==> config.mk <==
export PLATFORM = sky130hd
export DESIGN_NAME = bcd_to_bin_8
export DESIGN_NICKNAME = d
export VERILOG_FILES = /design/src/rtl/bcd_to_bin_8.sv
export SDC_FILE = /design/constraint.sdc
export NUM_CORES = 1
export LEC_CHECK = 0
export ABC_AREA = 1
export CORE_UTILIZATION = 50
export CTS_BUF_LIST = sky130_fd_sc_hd__clkbuf_4 sky130_fd_sc_hd__clkbuf_8 sky130_fd_sc_hd__clkbuf_16
export DETAILED_ROUTE_END_ITERATION = 6
export PLACE_DENSITY_LB_ADDON = 0.08
export SLEW_MARGIN = 30
export SYNTH_ARGS = -nofsm -noshare
export SYNTH_HDL_FRONTEND = slang
export SYNTH_SLANG_ARGS = --single-unit
==> constraint.sdc <==
create_clock -name clk -period 1.6 [get_ports clk]
set_input_delay 0.32 -clock clk [delete_from_list [all_inputs] [get_ports clk]]
set_output_delay 0.32 -clock clk [all_outputs]
set_load 0.03 [all_outputs]
==> src/rtl/bcd_to_bin_8.sv <==
// Signed three-digit BCD entry to 8-bit two's-complement converter.
// Uses reverse double dabble (shift right, subtract 3 from nibbles >= 8),
// one bit per clock, followed by a sign/validity resolution cycle.
//
// state   | meaning
// --------+----------------------------------------------------------
// S_IDLE  | waiting for start; captures inputs and validity on start
// S_SHIFT | 8 shift/adjust iterations, binary magnitude builds up
// S_SIGN  | apply sign or flag error, pulse done, return to idle
module bcd_to_bin_8 (
  input  logic       clk,
  input  logic       rst_n,
  input  logic       start,
  input  logic       neg,
  input  logic [3:0] hundreds,
  input  logic [3:0] tens,
  input  logic [3:0] ones,
  output logic [7:0] Svalue,
  output logic       busy,
  output logic       done,
  output logic       err
);

  localparam logic [1:0] S_IDLE  = 2'd0;
  localparam logic [1:0] S_SHIFT = 2'd1;
  localparam logic [1:0] S_SIGN  = 2'd2;

  logic [1:0]  state_q, state_d;
  logic [19:0] sreg_q, sreg_d;
  logic [2:0]  cnt_q, cnt_d;
  logic        neg_q, neg_d;
  logic        bad_q, bad_d;
  logic [7:0]  svalue_q, svalue_d;
  logic        busy_q, busy_d;
  logic        done_q, done_d;
  logic        err_q, err_d;

  logic [10:0] mag_in;
  logic        in_bad;
  logic [19:0] shifted;

  // Validity of the raw inputs: digits must be BCD and magnitude must fit the sign.
  always_comb begin
    mag_in = 11'(hundreds) * 11'd100 + 11'(tens) * 11'd10 + 11'(ones);
    in_bad = (hundreds > 4'd9) || (tens > 4'd9) || (ones > 4'd9) ||
             (neg ? (mag_in > 11'd128) : (mag_in > 11'd127));
  end

  // One reverse double dabble step: shift right, then correct each BCD nibble.
  always_comb begin
    shifted = {1'b0, sreg_q[19:1]};
    if (shifted[19:16] >= 4'd8) shifted[19:16] = shifted[19:16] - 4'd3;
    if (shifted[15:12] >= 4'd8) shifted[15:12] = shifted[15:12] - 4'd3;
    if (shifted[11:8]  >= 4'd8) shifted[11:8]  = shifted[11:8]  - 4'd3;
  end

  // Next-state and datapath control.
  always_comb begin
    state_d  = state_q;
    sreg_d   = sreg_q;
    cnt_d    = cnt_q;
    neg_d    = neg_q;
    bad_d    = bad_q;
    svalue_d = svalue_q;
    busy_d   = busy_q;
    done_d   = 1'b0;
    err_d    = err_q;
    case (state_q)
      S_IDLE: begin
        if (start) begin
          sreg_d  = {hundreds, tens, ones, 8'h00};
          neg_d   = neg;
          bad_d   = in_bad;
          err_d   = 1'b0;
          busy_d  = 1'b1;
          cnt_d   = 3'd0;
          state_d = S_SHIFT;
        end
      end
      S_SHIFT: begin
        sreg_d = shifted;
        cnt_d  = cnt_q + 3'd1;
        if (cnt_q == 3'd7) state_d = S_SIGN;
      end
      S_SIGN: begin
        if (bad_q) begin
          err_d = 1'b1;
        end else begin
          // -128 negates to itself, which is the intended 0x80 result.
          svalue_d = neg_q ? (~sreg_q[7:0] + 8'd1) : sreg_q[7:0];
          err_d    = 1'b0;
        end
        done_d  = 1'b1;
        busy_d  = 1'b0;
        state_d = S_IDLE;
      end
      default: begin
        state_d = S_IDLE;
        busy_d  = 1'b0;
      end
    endcase
  end

  // State and datapath registers, cleared asynchronously.
  always_ff @(posedge clk or negedge rst_n) begin
    if (!rst_n) begin
      state_q  <= S_IDLE;
      sreg_q   <= 20'h0;
      cnt_q    <= 3'd0;
      neg_q    <= 1'b0;
      bad_q    <= 1'b0;
      svalue_q <= 8'h00;
      busy_q   <= 1'b0;
      done_q   <= 1'b0;
      err_q    <= 1'b0;
    end else begin
      state_q  <= state_d;
      sreg_q   <= sreg_d;
      cnt_q    <= cnt_d;
      neg_q    <= neg_d;
      bad_q    <= bad_d;
      svalue_q <= svalue_d;
      busy_q   <= busy_d;
      done_q   <= done_d;
      err_q    <= err_d;
    end
  end

  assign Svalue = svalue_q;
  assign busy   = busy_q;
  assign done   = done_q;
  assign err    = err_q;

endmodule
Word level (Yosys, flattened, before mapping). Cells that the tools add are included.

Register bits: 38. Input port bits: 16. Output and inout port bits: 11. Word-level logic and storage cells: 61.

$add $sub $neg: 6. $mul: 2. Order comparisons: 7. Eq/ne operators: 5. Multiplexer cells: 17. Bitwise operators: 3. Reductions and logical operators: 12.

Operators by type and width (count): one-hot mux 20 bit (2 select lines) (1); 2-to-1 mux 20 bit (1); > comparator 4 bit, second input constant (3); AND reduction 2 bit (6); adder 11 x 4 -> 11 bit (1); adder 11 x 8 -> 11 bit (1); > comparator 11 x 7 -> 1 bit, second input constant (1); > comparator 11 x 8 -> 1 bit, second input constant (1); multiplier 4 x 5 -> 9 bit, second input constant (1); adder 8 x 1 -> 8 bit, second input constant (1); greater-or-equal comparator 4 bit, second input constant (2); 2-to-1 mux 4 bit (2); 2-to-1 mux 8 bit (1); NOT 8 bit (1); subtractor 4 x 2 -> 4 bit, second input constant (2); multiplier 4 x 3 -> 7 bit, second input constant (1); one-hot mux 3 bit (2 select lines) (1); 2-to-1 mux 1 bit (5); 2-to-1 mux 2 bit (2); != test 2 bit, second input constant (2); one-hot mux 1 bit (2 select lines) (2); one-hot mux 2 bit (2 select lines) (1); nonzero test 2 bit (2); adder 3 x 1 -> 3 bit, second input constant (1); 7 further kinds (10).

Depth between registers and ports, before layout. Gate-level depths: netlist of the first run.

Depth after elaboration: 6. Gate-level depth with buffers: 18.

Worst setup path after synthesis of the first run. OpenSTA, ideal clock, no wires.

Path kind: input to register. Start point: in hundreds[1]. End point: reg bad_q. Arrival time: 2619 ps. Slack: -1140 ps. Cell stages on the path: 16. Buffers on the path: 0. Cell sequence: inv_1 -> ha_1 -> ha_1 -> inv_1 -> fa_1 -> inv_1 -> ha_1 -> ha_1 -> a21oi_1 -> nand3_2 -> nand2_1 -> nand2_1 -> nor2_1 -> nand2_1 -> nor2_1 -> a21oi_2.

Cells in the longest elaborated chain, start to end: 6. Elaborated cells on any way between the ends: 10.

RTL lines: start: declaration (RTL line 15) `input logic [3:0] hundreds,`; multiplier 4 x 5 -> 9 bit (RTL line 44) `mag_in = 11'(hundreds) * 11'd100 + 11'(tens) * 11'd10 + 11'(ones);`; adder 11 x 8 -> 11 bit (RTL line 44); adder 11 x 4 -> 11 bit (RTL line 44); > comparator 11 x 7 -> 1 bit or > comparator 11 x 8 -> 1 bit (tied branches) (RTL line 46) `(neg ? (mag_in > 11'd128) : (mag_in > 11'd127));`; 2-to-1 mux 1 bit (RTL line 46); logical OR 1 bit (*) (RTL line 45) `in_bad = (hundreds > 4'd9) || (tens > 4'd9) || (ones > 4'd9) ||`; end signal: assignment (RTL line 111) `bad_q <= 1'b0;`; end signal: assignment (RTL line 121) `bad_q <= bad_d;`; end: declaration (RTL line 32) `logic bad_q, bad_d;`.

Mark *: on every way between the ends. The rest lies on a longest branch, timed or not. A chain may end at the register's enable or synchronous reset.

Worst setup path in the final report of the first run. Ends and elaborated chain as after synthesis.

==> results.txt, run 1 <==
----------------------------------------------------
[STA]
  Final critical-path required period ... 2.55 ns
  Pins Over Slew Limit ... 0
  Transition time at the pin with the least slew margin ... between 0.4 and 0.5 ns
  Tcrit/Tclk final ... 1.59
  WHS ... ~0.058 ns
  Number of failing hold endpoints at the final stage ... 0
  Unrepaired setup endpoints after global routing ... yes
  Aggregate negative setup slack ... -0.952 ns
  Worst clock skew ... 0.0122 ns
  Slew margin rel. ... 0.678
  Achievable frequency ... 0.392 GHz
  Worst path setup slack after routing ... -0.952 ns
  Final setup vio count ... 1

[Critical path]
  CP Data Required Time ... 1.80 ns
  Delay of the slowest critical-path stage ... 0.55 ns
  Critical path's most frequent cell ... ha_4
  Buffering stage count on the worst path with inverters included ... 4
  CP cell instances ... buf_8 > inv_4 > ha_4 > ha_4 > inv_2 > fa_1 > inv_2 > ha_4 > ha_4 > nand2_4 > nor2_2 > nand2_2 > nand3_2 > nand2_1 > nand2_1 > nor2_1 > nand2_1 > nor2_2 > a21oi_2
  Largest fanout of any net on the critical path ... 3
  Startpoint of the worst-slack reg-to-reg timing path ... state_q[1]
  Delay-heaviest family, CP ... adder cells
  Reg-to-reg setup timing slack ... approximately 0.15 ns
  Kind of end point of the critical path ... flop
  Capture instance of the worst register-to-register path ... sreg_q[5]
  Number of cells on the worst reg-to-reg path ... 7
  Critical setup path kind ... in -> reg
  Master of the slowest instance on the critical path ... fa_1
  Startpoint Class ... input pin
  Endpoint arrival time on the critical path ... 2.75 ns

[Logic synthesis]
  Library cell with the highest instance count after synthesis ... nand2_1
  Fraction of registers with async set/reset ... 1.00
  Sequential fraction of the synthesis area ... 0.350
  Syn Nets ... 378
  Average size of a mapped cell ... 8.44 um2
  Mapped cell area ... between 2000 and 3000 um2
  Warnings, synthesis ... 0
  Number of unique standard cell types used by synthesis ... 35
  Most frequent cells after synthesis ... 63 x nand2_1, 44 x inv_1, 38 x dfrtp_1, 35 x ha_1, 20 x o21ai_0
  Cells after synthesis ... 322
  Largest area contributor in the netlist ... dfrtp_1
  Most instantiated flip-flop cell in the synthesis netlist ... dfrtp_1
  Post-synthesis sequential element count ... 38
  Synth area leaders ... dfrtp_1 35%, ha_1 16%, nand2_1 8.7%, inv_1 6.1%, fa_1 3.7%
  Number of synthesized flops with an enable pin ... 0
  Share of Yosys cell area claimed by the top area cell type ... 0.350

[CTS]
  TritonCTS Sinks ... 38
  Clock Tree Root ... clkbuf_8
  Clock transition at the registers of the reported paths ... approximately 0.09 ns
  Number of CTS-inserted buffers ... 5
  Number of buffers on the longest clock path ... 2
  Clk_lat worst skew ... ~0.30 ns
  TritonCTS clock tree ... built
  Number of H-tree levels ... 2

[Route]
  Number of iterations in the first detailed-routing pass ... 4
  Drt initial violations ... 202
  Detailed-route DRC error count ... 0
  Final Routed Wirelength ... 6260 um
  Mean routed wirelength per cell ... 13.6 um
  Count of antenna-violating nets left after detailed routing ... 0
  Ratio of routed vias to standard cells ... 5.07
  Vias ... between 2000 and 2500

[Pwr]
  Maximum ir drop on the vdd rail ... 0.929 mV
  Net switching power of the design ... 2.41 mW
  Clock group share of total power ... 0.173
  PD cells ... 1560 nW/um2
  Power, Total ... 5.74 mW
  Part of the power in registers ... 0.284
  Cell internal power dissipation ... 3.34 mW
  Switching share of power ... 0.419
  Leakage component of the power ... 1.82 nW
  Gate power share ... 0.543

[Placed design]
  DP HPWL ... 4540 um
  I/O Buffers ... 26
  Final weighted congestion in routability-driven placement ... 0.839
  Number of cells in the design after placement ... 447

[Global route]
  Number of global-route vias before repair ... 2187
  Pin count of the biggest net entering global routing ... 39
  Initial antenna violation count ... 0
  Total routing usage reported by global routing ... 0.238
  Overflow after GRT ... 0
  Wire length of the first global-routing pass ... 10000 um

[Finish]
  Filler Cells Inserted ... 407
  Layout area overhead ... 35.7%
  Non-filler instance count after layout ... 462
  Final design utilization ... 0.713
  Diodes inserted ... 0
  Fraction of final layout cells sized beyond drive strength 1 ... 0.276
  Total number of nets in the final design ... about 450

[Die]
  Total number of placement rows ... 26
  Total die area ... between 5000 and 6000 um2
  Number of primary I/O pins ... 27
  Die Ht ... 75.7 um
  CORE AREA ... 5170 um2
  Initial Utilization ... 0.525
  Width of the chip ... 75.7 um

[Run status]
  Violated checks ... negative setup slack
  Run status ... complete, but fails checks

[Worst hold path]
  Worst hold-check path type ... in -> async

[Flow run]
  Maxcap violations ... 0

----------------------------------------------------
## power by group through the flow
stage | sequential [mW] | clock (mW) | combinational (mW)
after detailed placement | 1.64 | 0 | 3.02
after global routing | 1.68 | 1.06 | 3.52
after floorplan | 1.74 | 0 | 2.01
after global placement | 1.62 | 0 | 2.95
final | 1.63 | 0.995 | 3.12
after CTS | 1.62 | 0.999 | 3.06
## repair_timing
| action | in CTS | in global routing |
|---|---|---|
| buffers inserted | 5 | 2 |
| pin swaps | 25 | 17 |
| hold buffers | 0 | 0 |
| resized for setup | 62 | 14 |
| gates cloned | 0 | 0 |
| setup endpoints to repair | 12 | 2 |
## worst max-delay path by stage
stage,end,slack [ns],cells after the start,from
after floorplan,bad_q,-1.0,18,hundreds[1]
after global placement,bad_q,-1.69,16,tens[3]
after detailed placement,bad_q,-1.71,16,tens[3]
after CTS,bad_q,-0.94,16,tens[3]
after global routing,bad_q,-1.04,19,hundreds[0]
final,bad_q,-0.95,19,hundreds[1]
## cell type report
type | count | area, um2 | share of cell area
Sequential cell | 38 | 951 | 0.258
Inverter | 52 | 200 | 0.0543
Clock buffer | 5 | 68.8 | 0.0187
Clock inverter | 3 | 68.8 | 0.0187
Tap cell | 70 | 87.6 | 0.0238
Multi-Input combinational cell | 226 | 1720 | 0.466
Timing Repair Buffer | 68 | 592 | 0.161
## worst reg2reg max path: cells and delay by family (launching register included)
kind,cells,cell delay (ns)
AOI/OAI and AO/OA,1,0.08
buffers and inverters,4,0.69
DFF,1,0.40
and+or+nand+nor,2,0.18
## sequential cells by signal (all words and copies together), names as in the netlist
signal and flops:
done 1, cnt_q 3, Svalue 8, err 1
sreg_q 20, bad_q 1, neg_q 1, state_q 2
busy 1
## kinds of logic (layout without fill, tap and decap cells)
| kind of cell | after synthesis | count (layout) | synth area share |
|---|---|---|---|
| AND/OR/NAND/NOR | 110 | 110 | 0.178 |
| AO/OA/AOI/OAI | 65 | 65 | 0.146 |
| buffers and inverters | 58 | 128 | 0.0857 |
| adder cells (fa/ha/maj) | 40 | 40 | 0.198 |
| flip-flops | 38 | 38 | 0.350 |
| XOR/XNOR | 11 | 11 | 0.0424 |
## stage by stage
| stage | instance area (um2) | worst slack, ns |
|---|---|---|
| 2_1_floorplan | 2780 | -0.999 |
| 3_3_place_gp | 3380 | -1.69 |
| 3_5_place_dp | 3380 | -1.71 |
| 4_1_cts | 3630 | -0.944 |
| 5_1_grt | 3690 | -1.04 |
| 6_report | 3690 | -0.952 |
## metal layers
metal	vias up	share of wire	global-route usage
met3	4	0.044	0.0489
met2	51	0.49	0.388
li1	1198	-	-
met5	-	0	0
met4	0	0.0061	0.0494
met1	1088	0.46	0.329
## layout by cell type, fill, tap and decap left out, types with 2 or more instances in the layout
cell             count
nand2_1             60
inv_1               40
dfrtp_1             38
buf_4               38
ha_1                23
o21ai_0             19
o21ai_1             16
nor2_1              15
ha_4                12
dlygate4sd2_1       11
inv_2               10
nand3_1             10
o22ai_1              9
xor2_1               8
nand2_2              8
a21oi_1              7
clkdlybuf4s50_1      6
nor2_2               5
clkbuf_8             5
nand4_1              4
fa_1                 4
buf_2                4
a21oi_2              3
nor3_1               3
buf_8                3
buf_6                3
inv_4                2
xnor2_1              2
a22o_1               2
nand3b_1             2
o221ai_1             2
a211oi_2             2
bufinv_16            2
buf_12               2
(Power assumes the default switching activity.)
==> run 2, diff against run 1 <==
--- a/config.mk
+++ b/config.mk
@@ -6,6 +6,7 @@
 export NUM_CORES = 1
 export LEC_CHECK = 0
 export ABC_AREA = 1
+export CORE_ASPECT_RATIO = 0.8
 export CORE_UTILIZATION = 50
 export CTS_BUF_LIST = sky130_fd_sc_hd__clkbuf_4 sky130_fd_sc_hd__clkbuf_8 sky130_fd_sc_hd__clkbuf_16
 export DETAILED_ROUTE_END_ITERATION = 6
==> results.txt, run 2 (synthesis gave the netlist of run 1 again) <==
----------------------------------------------------
[Run status]
  Run status ... complete, but fails checks
  Violated checks ... design-rule violations, negative setup slack

[Route]
  Ratio of routed vias to standard cells ... around 5.2
  Mean routed wirelength per cell ... 13.7 um
  Drt initial violations ... approximately 170
  Number of iterations in the first detailed-routing pass ... 7
  Final Routed Wirelength ... around 6300 um
  Count of antenna-violating nets left after detailed routing ... 0
  Vias ... approximately 2400
  Detailed-route DRC error count ... 8

[STA]
  Worst path setup slack after routing ... -0.943 ns
  Achievable frequency ... 0.393 GHz
  Slew margin rel. ... 0.680
  Number of failing hold endpoints at the final stage ... 0
  Aggregate negative setup slack ... -0.943 ns
  Worst clock skew ... 0.00606 ns
  Tcrit/Tclk final ... 1.59
  Pins Over Slew Limit ... 0
  Final setup vio count ... 1
  Transition time at the pin with the least slew margin ... 0.480 ns
  Final critical-path required period ... 2.54 ns
  WHS ... approximately 0.072 ns
  Unrepaired setup endpoints after global routing ... yes

[Critical path]
  CP Data Required Time ... 1.78 ns
  Critical setup path kind ... in -> reg
  Largest fanout of any net on the critical path ... 3
  Kind of end point of the critical path ... flop
  Startpoint Class ... input pin
  Endpoint arrival time on the critical path ... 2.72 ns

[Placed design]
  Post-DP Area ... 3390 um2
  I/O Buffers ... 26
  Place WS ... -1.75 ns
  Number of cells in the design after placement ... 444
  DP HPWL ... 4820 um
  Final weighted congestion in routability-driven placement ... ~0.9

[Finish]
  Largest register by flop count ... sreg_q
  Total non-filler cell area in the finished layout ... 3650 um2
  Filler Cells Inserted ... 428
  Layout area overhead ... 34.5%
  Area occupied by multi-input gates ... around 1700 um2
  Most common cell after layout, fill and taps aside ... nand2_1
  Total number of nets in the final design ... 450
  Register area ... 951 um2
  Number of flip-flops in the largest register ... 20
  Fraction of final layout cells sized beyond drive strength 1 ... 0.289
  Non-filler instance count after layout ... between 400 and 500
  Final design utilization ... 0.713
  Diodes inserted ... 0
  Commonest non-fill, non-tap cells in the layout ... 57 x nand2_1, 42 x buf_4, 41 x inv_1, 38 x dfrtp_1, 24 x ha_1

[Pwr]
  PD cells ... 1500 nW/um2
  Leakage component of the power ... 1.83 nW
  Maximum ir drop on the vdd rail ... 0.841 mV
  Power, Total ... roughly 5.5 mW

[Die]
  Total number of placement rows ... 23
  Die Ht ... roughly 68 um
  CORE AREA ... a little over 5000 um2
  Width of the chip ... 84.4 um
  Initial Utilization ... 0.530
  Total die area ... 5730 um2
  Number of primary I/O pins ... 27

[CTS]
  Number of H-tree levels ... 2
  Clock Tree Root ... clkbuf_8
  Number of buffers on the longest clock path ... 2
  Total of hold buffers inserted after clock tree synthesis ... 0
  Number of CTS-inserted buffers ... 5
  TritonCTS Sinks ... 38
  TritonCTS clock tree ... built
  Clock transition at the registers of the reported paths ... around 0.08 ns
  Clk_lat worst skew ... 0.29 ns

[Global route]
  Pin count of the biggest net entering global routing ... 39
  Number of global-route vias before repair ... ~2200
  Wire length of the first global-routing pass ... 10200 um
  Total routing usage reported by global routing ... 0.231
  Initial antenna violation count ... 0
  Overflow after GRT ... 0

[Flow run]
  Maxcap violations ... 0

[Worst hold path]
  Worst hold-check path type ... in -> async

----------------------------------------------------
## run 2: changes by cell type in the layout (fill, tap and decap cells not counted), moves of 2 or more
cell       before  now
buf_6           3    5
nor2_4          1    3
bufinv_16       2    0
buf_4          38   42
nand2_2         8   10
nand2_1        60   57
buf_8           3    1
## run 2: worst max-delay path, cell delays in order
cell     delay [ns]
buf_4          0.11
inv_4          0.04
ha_4           0.26
ha_4           0.12
inv_1          0.04
fa_1           0.51
inv_2          0.05
ha_4           0.27
ha_4           0.22
nand2_4        0.07
inv_1          0.05
nand2_2        0.09
nand3_2        0.10
nand2_1        0.07
nand2_1        0.05
nor2_1         0.10
nand2_1        0.07
nor2_2         0.13
a21oi_2        0.06
## run 2: path summary, 6_finish.rpt
check / from / endpoint / slack, ns / cells after the start
worst max-delay path: hundreds[0] / bad_q / -0.94 / 19
worst min-delay path: rst_n / Svalue[3] / 0.07 / 2
worst max register to register: sreg_q[0] / Svalue[6] / 0.20 / 7
worst min register to register: Svalue[6] / Svalue[6] / 0.48 / 2
max in group asynchronous: rst_n / sreg_q[6] / 1.19 / 2
min in group clk: tens[0] / sreg_q[12] / 0.45 / 4
## run 2: cell type report
| type | count | area share |
|---|---|---|
| well taps | 62 | 0.0212 |
| repair buffers | 71 | 0.165 |
| clock inverters | 2 | 0.00342 |
| multi-input cells | 226 | 0.473 |
| clock buffers | 6 | 0.0226 |
| inverters | 52 | 0.0541 |
| flip-flops and latches | 38 | 0.260 |
## run 2: what timing repair did
action                                  CTS  global route
gates cloned                              0             0
resized for setup                        57            19
pin swaps                                20            19
hold endpoints to repair                  0             0
endpoints found under the setup margin   11             2
buffers inserted                          5             0
## run 2: layer usage
metal	vias up	wire length [um]	global-route usage	share of wire
met2	66	2700	0.376	0.43
met1	1081	3180	0.321	0.51
li1	1203	-	-	-
met5	-	0	0	0
met4	0	90	0.0593	0.014
met3	10	308	0.0458	0.049
## run 2: power breakdown
group / internal [mW] / leakage (nW) / switching, mW
clock: 0.346 / 0.0472 / 0.345
sequential: 1.37 / 0.452 / 0.251
combinational: 1.37 / 1.33 / 1.81
==> run 3, diff against run 2 <==
--- a/config.mk
+++ b/config.mk
@@ -5,9 +5,10 @@
 export SDC_FILE = /design/constraint.sdc
 export NUM_CORES = 1
 export LEC_CHECK = 0
-export ABC_AREA = 1
+export CELL_PAD_IN_SITES_DETAIL_PLACEMENT = 1
+export CELL_PAD_IN_SITES_GLOBAL_PLACEMENT = 1
 export CORE_ASPECT_RATIO = 0.8
-export CORE_UTILIZATION = 50
+export CORE_UTILIZATION = 45
 export CTS_BUF_LIST = sky130_fd_sc_hd__clkbuf_4 sky130_fd_sc_hd__clkbuf_8 sky130_fd_sc_hd__clkbuf_16
 export DETAILED_ROUTE_END_ITERATION = 6
 export PLACE_DENSITY_LB_ADDON = 0.08
==> results.txt, run 3 <==
----------------------------------------------------
[CTS]
  Number of CTS-inserted buffers ... 5
  Clock transition at the registers of the reported paths ... approximately 0.080 ns
  Total of hold buffers inserted after clock tree synthesis ... 0
  Clock Tree Root ... clkbuf_8
  TritonCTS Sinks ... 38
  Number of H-tree levels ... 2
  TritonCTS clock tree ... built
  Number of buffers on the longest clock path ... 2
  Clk_lat worst skew ... 0.29 ns

[Die]
  Number of primary I/O pins ... 27
  Initial Utilization ... 0.480
  CORE AREA ... between 5000 and 6000 um2
  Total number of placement rows ... 24
  Die Ht ... 71.2 um
  Width of the chip ... 88.5 um
  Total die area ... 6300 um2

[Route]
  Count of antenna-violating nets left after detailed routing ... 0
  Drt initial violations ... 156
  Ratio of routed vias to standard cells ... between 5 and 6
  Detailed-route DRC error count ... 0
  Number of iterations in the first detailed-routing pass ... 4
  Final Routed Wirelength ... 10600 um
  Vias ... about 2600
  Mean routed wirelength per cell ... around 24 um

[Critical path]
  Launching instance or port of the critical path ... tens[3]
  Endpoint arrival time on the critical path ... approximately 3.1 ns
  Capture instance of the worst register-to-register path ... Svalue[7]
  Startpoint of the worst-slack reg-to-reg timing path ... sreg_q[2]
  Kind of end point of the critical path ... flop
  Critical setup path kind ... in -> reg
  Reg-to-reg setup timing slack ... -0.23 ns
  Number of cells on the worst reg-to-reg path ... 5
  Capture point of the worst path ... bad_q
  Startpoint Class ... input pin
  CP Data Required Time ... between 1.5 and 2 ns
  Largest fanout of any net on the critical path ... 3

[Logic synthesis]
  Mapped cell area ... 2690 um2
  Library cell with the highest instance count after synthesis ... dfrtp_1
  Synth area leaders ... dfrtp_1 35%, ha_1 16%, fa_1 3.7%, a21oi_1 3.5%, nand2_1 3.5%
  Most frequent cells after synthesis ... 38 x dfrtp_1, 35 x ha_1, 25 x nand2_1, 21 x nor2_1, 20 x inv_1
  Share of Yosys cell area claimed by the top area cell type ... 0.353
  Most instantiated flip-flop cell in the synthesis netlist ... dfrtp_1
  Largest area contributor in the netlist ... dfrtp_1
  Post-synthesis sequential element count ... 38
  Number of unique standard cell types used by synthesis ... 49
  Sequential fraction of the synthesis area ... 0.353
  Cells after synthesis ... 280
  Average size of a mapped cell ... just under 10 um2
  Fraction of registers with async set/reset ... 1.00
  Syn Nets ... around 340
  Warnings, synthesis ... 0
  Number of synthesized flops with an enable pin ... 0

[Finish]
  Layout area overhead ... 42.9%
  Fraction of final layout cells sized beyond drive strength 1 ... 0.346
  Diodes inserted ... 0
  Number of flip-flops in the largest register ... 20
  Register area ... 951 um2
  Area occupied by multi-input gates ... approximately 1900 um2
  Most common cell after layout, fill and taps aside ... buf_4
  Filler Cells Inserted ... about 610
  Commonest non-fill, non-tap cells in the layout ... 56 x buf_4, 38 x dfrtp_1, 23 x nand2_1, 22 x ha_1, 20 x nor2_1
  Final design utilization ... 0.685
  Total number of nets in the final design ... 417
  Largest register by flop count ... sreg_q
  Total non-filler cell area in the finished layout ... 3850 um2

[Worst hold path]
  Worst hold-check path type ... in -> async

[STA]
  Transition time at the pin with the least slew margin ... ~0.51 ns
  WHS ... 0.0715 ns
  Aggregate negative setup slack ... -1.70 ns
  Number of failing hold endpoints at the final stage ... 0
  Worst clock skew ... roughly 0.0069 ns
  Pins Over Slew Limit ... 0
  Unrepaired setup endpoints after global routing ... yes
  Final setup vio count ... 5
  Slew margin rel. ... 0.659
  Worst path setup slack after routing ... -1.35 ns
  Achievable frequency ... 0.339 GHz
  Tcrit/Tclk final ... 1.84
  Final critical-path required period ... roughly 2.9 ns

[Flow run]
  Maxcap violations ... 0

[Placed design]
  I/O Buffers ... 26
  Post-DP Area ... approximately 3500 um2
  DP HPWL ... 6060 um
  Final weighted congestion in routability-driven placement ... 0.867

[Run status]
  Run status ... complete, but fails checks
  Violated checks ... negative setup slack

[Pwr]
  Maximum ir drop on the vdd rail ... 0.842 mV
  Leakage component of the power ... 1.80 nW
  PD cells ... between 1500 and 2000 nW/um2

[Global route]
  Initial antenna violation count ... 0
  Pin count of the biggest net entering global routing ... 39
  Wire length of the first global-routing pass ... between 10000 and 15000 um
  Overflow after GRT ... 0
  Number of global-route vias before repair ... 2652
  Total routing usage reported by global routing ... 0.302

----------------------------------------------------
run 3: changes by cell type in the layout (fill, tap and decap cells not counted), sizes merged, moves of 10 or more:
cell / before / now
nand2: 69 / 25
inv: 52 / 20
o21ai: 35 / 23
a21oi: 10 / 20
nor2b: 0 / 11
buf: 52 / 65
run 3: cell families after synthesis:
family / Yosys count / synth area share
and+or+nand+nor: 79 / 0.155
AOI/OAI and AO/OA: 74 / 0.183
adders and majority gates: 40 / 0.200
DFF: 38 / 0.353
buffers and inverters: 30 / 0.0428
xor gates and xnor gates: 14 / 0.0455
muxes: 5 / 0.0204
run 3: critical path: stages:
cell,delay [ns]
buf_8,0.10
ha_4,0.23
ha_4,0.17
fa_2,0.34
xor2_1,0.20
ha_1,0.31
ha_4,0.27
buf_4,0.13
or3b_1,0.34
a2bb2oi_1,0.20
a31oi_1,0.13
o32a_1,0.37
run 3: worst min-delay path by stage:
stage / to / slack (ns)
after floorplan: Svalue[0] / 0.02
after global placement: sreg_q[17] / 0.40
after detailed placement: sreg_q[16] / 0.41
after CTS: sreg_q[14] / 0.1
after global routing: sreg_q[17] / 0.11
final: sreg_q[18] / 0.07
run 3: layer usage:
layer / vias up / GRT usage / share of wire
met4: 0 / 0.0842 / 0.044
met1: 1271 / 0.401 / 0.41
met5: - / 0 / 0
li1: 1142 / - / -
met3: 40 / 0.0478 / 0.063
met2: 135 / 0.509 / 0.48
run 3: what timing repair did:
action                                 4_1_cts  5_1_grt
endpoints found under the hold margin        0        0
buffers inserted                             5        5
gates resized for setup                     60       27
setup endpoints to repair                   14        8
pin swaps                                   16       15
run 3: power breakdown:
part | switching, mW | internal [mW]
registers | 0.493 | 1.35
clock network | 0.359 | 0.293
logic | 2.08 | 1.85
run 3: cell type report:
cell class	count	share of cell area
Multi-Input combinational cell	212	0.506
Sequential cell	38	0.247
Timing Repair Buffer	84	0.181
Tap cell	78	0.0254
Inverter	20	0.0202
Clock buffer	5	0.0179
Clock inverter	2	0.00260
run 3: per-stage QoR:
| stage | power [mW] | cells | setup slack [ns] |
|---|---|---|---|
| finish | 6.42 | 439 | -1.35 |
| global route | 6.77 | 439 | -1.40 |
| CTS | 5.64 | 434 | -1.21 |
| detailed placement | 4.83 | 422 | -2.04 |
| global placement | 4.63 | 422 | -1.88 |
| floorplan | 3.64 | 280 | -1.23 |
